$ cat config.mk
export PLATFORM = sky130hd
export DESIGN_NAME = shiftreg_rx_flat
export DESIGN_NICKNAME = d
export VERILOG_FILES = /design/src/rtl/shiftreg_rx_pkg.sv /design/src/rtl/shiftreg_rx_if.sv /design/src/rtl/shiftreg_rx.sv /design/src/flat_wrapper.sv
export SDC_FILE = /design/constraint.sdc
export NUM_CORES = 1
export LEC_CHECK = 0
export CAP_MARGIN = 10
export CORE_UTILIZATION = 43
export DETAILED_ROUTE_END_ITERATION = 6
export PLACE_DENSITY = 0.82
export SETUP_SLACK_MARGIN = 0.5
export SKIP_CTS_REPAIR_TIMING = 1
export SLEW_MARGIN = 30
export SYNTH_ARGS = -nofsm -noshare
export SYNTH_HDL_FRONTEND = slang
export SYNTH_SLANG_ARGS = --single-unit
$ cat constraint.sdc
create_clock -name clk -period 1.4 [get_ports clk]
set_clock_uncertainty 0.15 [all_clocks]
set_input_delay 0.28 -clock clk [delete_from_list [all_inputs] [get_ports clk]]
set_output_delay 0.28 -clock clk [all_outputs]
set_load 0.03 [all_outputs]
$ cat src/rtl/shiftreg_rx_pkg.sv
// Shared constants and helpers for the serial-in, parallel-out receiver.
// Imported by the interface, the receiver and its bench.
package shiftreg_rx_pkg;

    localparam int DEFAULT_WIDTH = 8;

    // Bit-counter width: clog2 of the word length, never narrower than one bit.
    function automatic int cnt_width(input int width);
        return (width <= 2) ? 1 : $clog2(width);
    endfunction

endpackage

$ cat src/rtl/shiftreg_rx_if.sv
// Parallel word output of the receiver: one-entry valid/ready slot.
// The receiver drives the master side; downstream logic uses the slave side.
interface shiftreg_rx_if
    import shiftreg_rx_pkg::*;
#(
    parameter int WIDTH = DEFAULT_WIDTH
);

    logic [WIDTH-1:0] o_data;
    logic             o_data_vld;
    logic             i_data_rdy;

    modport master (
        output o_data,
        output o_data_vld,
        input  i_data_rdy
    );

    modport slave (
        input  o_data,
        input  o_data_vld,
        output i_data_rdy
    );

endinterface

$ cat src/rtl/shiftreg_rx.sv
// Serial-in, parallel-out receiver: assembles MSB-first words and presents them
// on a valid/ready slot with a sticky overrun flag for dropped words.
module shiftreg_rx
    import shiftreg_rx_pkg::*;
#(
    parameter int WIDTH = DEFAULT_WIDTH
) (
    input  logic                       clk,
    input  logic                       rst_n,
    input  logic                       i_bit,
    input  logic                       i_bit_vld,
    input  logic                       i_sync,
    input  logic                       i_clr_ovr,
    output logic                       o_overrun,
    output logic [cnt_width(WIDTH)-1:0] o_bit_cnt,
    shiftreg_rx_if.master              out_if
);

    localparam int CNT_W = cnt_width(WIDTH);
    localparam logic [CNT_W-1:0] LAST_CNT = CNT_W'(WIDTH - 1);

    logic [WIDTH-1:0] shreg_q, shreg_d;
    logic [CNT_W-1:0] cnt_q, cnt_d;
    logic [WIDTH-1:0] data_q, data_d;
    logic             data_vld_q, data_vld_d;
    logic             ovr_q, ovr_d;
    logic [WIDTH-1:0] word;
    logic             word_done;
    logic             slot_free;

    always_comb begin
        shreg_d   = shreg_q;
        cnt_d     = cnt_q;
        word_done = 1'b0;
        word      = {shreg_q[WIDTH-2:0], i_bit};
        if (i_bit_vld) begin
            if (i_sync) begin
                // Sync bit starts a fresh word; older contents are discarded.
                shreg_d = {{(WIDTH-1){1'b0}}, i_bit};
                cnt_d   = CNT_W'(1);
            end else begin
                shreg_d = word;
                if (cnt_q == LAST_CNT) begin
                    cnt_d     = '0;
                    word_done = 1'b1;
                end else begin
                    cnt_d = cnt_q + CNT_W'(1);
                end
            end
        end else if (i_sync) begin
            cnt_d = '0;
        end
    end

    // A completed word may replace one being accepted in the same cycle.
    always_comb begin
        slot_free  = !data_vld_q || out_if.i_data_rdy;
        data_d     = data_q;
        data_vld_d = data_vld_q && !out_if.i_data_rdy;
        ovr_d      = ovr_q && !i_clr_ovr;
        if (word_done) begin
            if (slot_free) begin
                data_d     = word;
                data_vld_d = 1'b1;
            end else begin
                ovr_d = 1'b1;
            end
        end
    end

    always_ff @(posedge clk) begin
        if (!rst_n) begin
            shreg_q    <= '0;
            cnt_q      <= '0;
            data_q     <= '0;
            data_vld_q <= 1'b0;
            ovr_q      <= 1'b0;
        end else begin
            shreg_q    <= shreg_d;
            cnt_q      <= cnt_d;
            data_q     <= data_d;
            data_vld_q <= data_vld_d;
            ovr_q      <= ovr_d;
        end
    end

    assign out_if.o_data     = data_q;
    assign out_if.o_data_vld = data_vld_q;
    assign o_overrun         = ovr_q;
    assign o_bit_cnt         = cnt_q;

endmodule

$ cat src/flat_wrapper.sv
// flat-port wrapper written by rule: the top's interface ports become plain ports
module shiftreg_rx_flat import shiftreg_rx_pkg::*;
#(
    parameter int WIDTH = DEFAULT_WIDTH
)
  (clk, rst_n, i_bit, i_bit_vld, i_sync, i_clr_ovr, o_overrun, o_bit_cnt, out_if_o_data, out_if_o_data_vld, out_if_i_data_rdy);
  shiftreg_rx_if #(.WIDTH(WIDTH)) out_if_i ();
  input  logic clk;
  input  logic rst_n;
  input  logic i_bit;
  input  logic i_bit_vld;
  input  logic i_sync;
  input  logic i_clr_ovr;
  output logic o_overrun;
  output logic [cnt_width(WIDTH)-1:0] o_bit_cnt;
  output wire logic [$bits(out_if_i.o_data)-1:0] out_if_o_data;
  output wire logic [$bits(out_if_i.o_data_vld)-1:0] out_if_o_data_vld;
  input wire logic [$bits(out_if_i.i_data_rdy)-1:0] out_if_i_data_rdy;
  assign out_if_o_data = out_if_i.o_data;
  assign out_if_o_data_vld = out_if_i.o_data_vld;
  assign out_if_i.i_data_rdy = out_if_i_data_rdy;
  shiftreg_rx #(.WIDTH(WIDTH)) u_core (.clk(clk), .rst_n(rst_n), .i_bit(i_bit), .i_bit_vld(i_bit_vld), .i_sync(i_sync), .i_clr_ovr(i_clr_ovr), .o_overrun(o_overrun), .o_bit_cnt(o_bit_cnt), .out_if(out_if_i));
endmodule
==> key figures <==
Floorplan
  – DIE AREA: between 2000 and 2500 sq um
  – Row count: 15
  – Initial Util: 48.2%
  – Die width: 47.2 um
  – Die Span Y: 47.2 um
  – Core Footprint: 1820 sq um
  – I/O pin count: 20

Synthesis
  – Multiplexer share of the synthesized area: 11.4%
  – Post-Syn Nets: approximately 110
  – Post-synth top area share: 45.6%
  – Post-Synth Adder-Cell Area: roughly 2.9%
  – Mapped Area: 877 sq um
  – Mapped Cells: 96
  – Simple-gate share of the synthesized area: 23.3%
  – Largest family of logic cells by synthesized area: simple AND/OR/NAND/NOR gates
  – Synth Area per Inst: 9.14 sq um
  – Top cells by area, synth: dfxtp_1, mux2i_1, nand2_1, and2_1, o22ai_1
  – Count of distinct cell types in the synthesized netlist: 21
  – Synth warnings: 0
  – Synth Area in Compound Gates: 7.85%
  – Yosys top cell by area: dfxtp_1
  – Seq/Total Area, Yosys: 45.6%
  – Register bit total from synthesis: 20
  – Xor/xnor cell area share of the yosys netlist: 0%

Drt
  – Total wire length: 1.79 mm
  – DR WL/cell: 11.9 um
  – DR vias: slightly above 700
  – Violation count after the first detailed-routing iteration: 8
  – Residual DRC: 0
  – Vias per cell: 4.74
  – Drt first pass iters: 3
  – Detail Route Antenna Nets: 0

STA
  – Period Utilization, post-route: 103%
  – Slew @ Worst Pin: 0.125 ns
  – Final setup margin: -0.0438 ns
  – Period minus WS final: 1.44 ns
  – Final Setup Violations: 8
  – Unrepaired setup endpoints after global routing: true
  – Final hold violation count: 0
  – Hold slack: 0.254 ns
  – Relative slew margins: 91.4%
  – Max Freq: 693 MHz
  – Max-slew violations: 0
  – Setup tns final: -0.200 ns

Critical path
  – Worst EP required: roughly 1.5 ns
  – CP peak stage delay: 0.38 ns
  – Most frequent CP cell: ha_4
  – Worst path top cell family by delay: flip-flops
  – Critical path, cell by cell: ha_4, ha_4, nand3b_4, nor2b_4, buf_12, mux2i_1
  – Critical path data arrival time: between 1.5 and 2 ns
  – CP bufs+invs: 1
  – Critical Path Source Type: flip-flop
  – Crit end category: flip-flop
  – Crit path max-delay cell type: dfxtp_4
  – CP Class: reg2reg
  – Max FO, Critical Path: 8

Pwr
  – Power Total: around 0.96 mW
  – PD cells: 736 nW/um^2
  – P_leak: 0.536 nW
  – Max IR drop VDD: around 0.46 mV

Clocking
  – Worst-case clock buffer depth: 2
  – Clk sink count: 20
  – H-tree depth: 1
  – Root buf cell: clkbuf_4
  – Clock latency on the worst-skew pair: 0.31 ns
  – Num CTS Buffers: 3
  – CTS tree: yes
  – Clock Pin Slew Worst Setup and Hold Paths: 0.12 ns

GRT
  – Met3 global-route usage: 3.46%
  – GR peak layer: met2
  – Initial antenna violation count: 0
  – Largest net degree at the start of global routing: 22
  – Met2 Usage GRT: 27.5%
  – First-pass GRT wire length: 2.54 mm
  – GR Util All Layers: 17.3%
  – Grt ovf: 0
  – Vias in the first global route: 592
  – GR Util met1: between 20% and 30%

Min path
  – Min-delay worst type: in2reg

Placed design
  – GPL Wtd Cong: 0.696
  – Post-DP HPWL: between 1 and 1.5 mm
  – Placement Cell Area: 1150 sq um
  – Dpl ws: -0.303 ns
  – # port buffers: 19

Final layout
  – NumNets Final: 136
  – Fillers: approximately 140
  – Final std cell area, no fill: 1310 sq um
  – Area grow syn2layout: 49.4%
  – Number of diodes: 0
  – Layout cell share with drive strength beyond 1: approximately half

Job
  – Max-cap viol count: 0

Run status
  – Violated checks: negative setup slack
  – Status: finished, violations left
[area by class of cell]
| class | instances | area (sq um) | share of cell area, % |
|---|---|---|---|
| multi-input cells | 62 | 459 | 35.1 |
| flip-flops and latches | 20 | 430 | 32.9 |
| repair buffers | 33 | 337 | 25.7 |
| well taps | 25 | 31.3 | 2.39 |
| clock buffers | 4 | 26.3 | 2.01 |
| inverters | 7 | 26.3 | 2.01 |
[layer usage]
layer	vias to the layer above	wire length (um)
li1	368	-
met1	326	802
met2	17	896
met3	4	61
met4	0	32
met5	-	0
[synthesized netlist by cell type (all sizes together)]
cell type	instances
dfxtp	20
nor2b	2
inv	7
or3b	1
nand2	22
nand2b	3
o22ai	7
ha	2
mux2i	10
and2	7
buf	6
o21ai	1
nor2	2
a21oi	1
nand3b	2
clkbuf	1
a21boi	2
[path summary, 6_finish.rpt]
check                                    startpoint  slack [ns]                       end  cells after the start
worst max-delay path            u_core.o_bit_cnt[0]       -0.04   u_core.out_if.o_data[0]                      6
worst min register to register    u_core.shreg_q[6]        0.31   u_core.out_if.o_data[7]                      2
worst min-delay path                      i_bit_vld        0.25  u_core.out_if.o_data_vld                      4
worst max register to register  u_core.o_bit_cnt[0]       -0.04   u_core.out_if.o_data[0]                      6
[through the flow]
step,util [%],cells
finish,72.0,151
global route,72.0,151
CTS,64.7,147
detailed placement,63.3,143
global placement,63.3,143
floorplan,-,96
[flip-flops by register name, summed over array words and instances, names as in the netlist]
signal	count
u_core.o_bit_cnt	3
u_core.out_if.o_data_vld	1
u_core.o_overrun	1
u_core.shreg_q	7
u_core.out_if.o_data	8
[power by group]
group	total [mW]	internal, mW	switching [mW]
clock network	0.290	0.111	0.179
registers	0.575	0.570	0.00485
logic	0.0992	0.0529	0.0463
total	0.964	0.734	0.230
[tightest hold or removal path: stages]
cell      delay [ns]
clkbuf_2        0.13
nand3b_4        0.10
buf_4           0.11
a21boi_0        0.06
[layout by cell type, fill, tap and decap left out, drive strengths merged]
cell type	instances
nand2	22
nand3b	2
clkdlybuf4s50	3
nand2b	3
inv	7
a21boi	2
or3b	1
and2	7
clkbuf	5
ha	2
nor2	2
dlymetal6s2s	2
o22ai	7
nor2b	2
a21oi	1
buf	27
o21ai	1
dfxtp	20
mux2i	10
[kinds of logic after synthesis]
family | after synthesis
compound gates | 11
fa+ha+maj | 2
buf+inv | 14
flops | 20
mux | 10
simple gates | 39
Note: power is estimated with default switching activity, not from simulation.
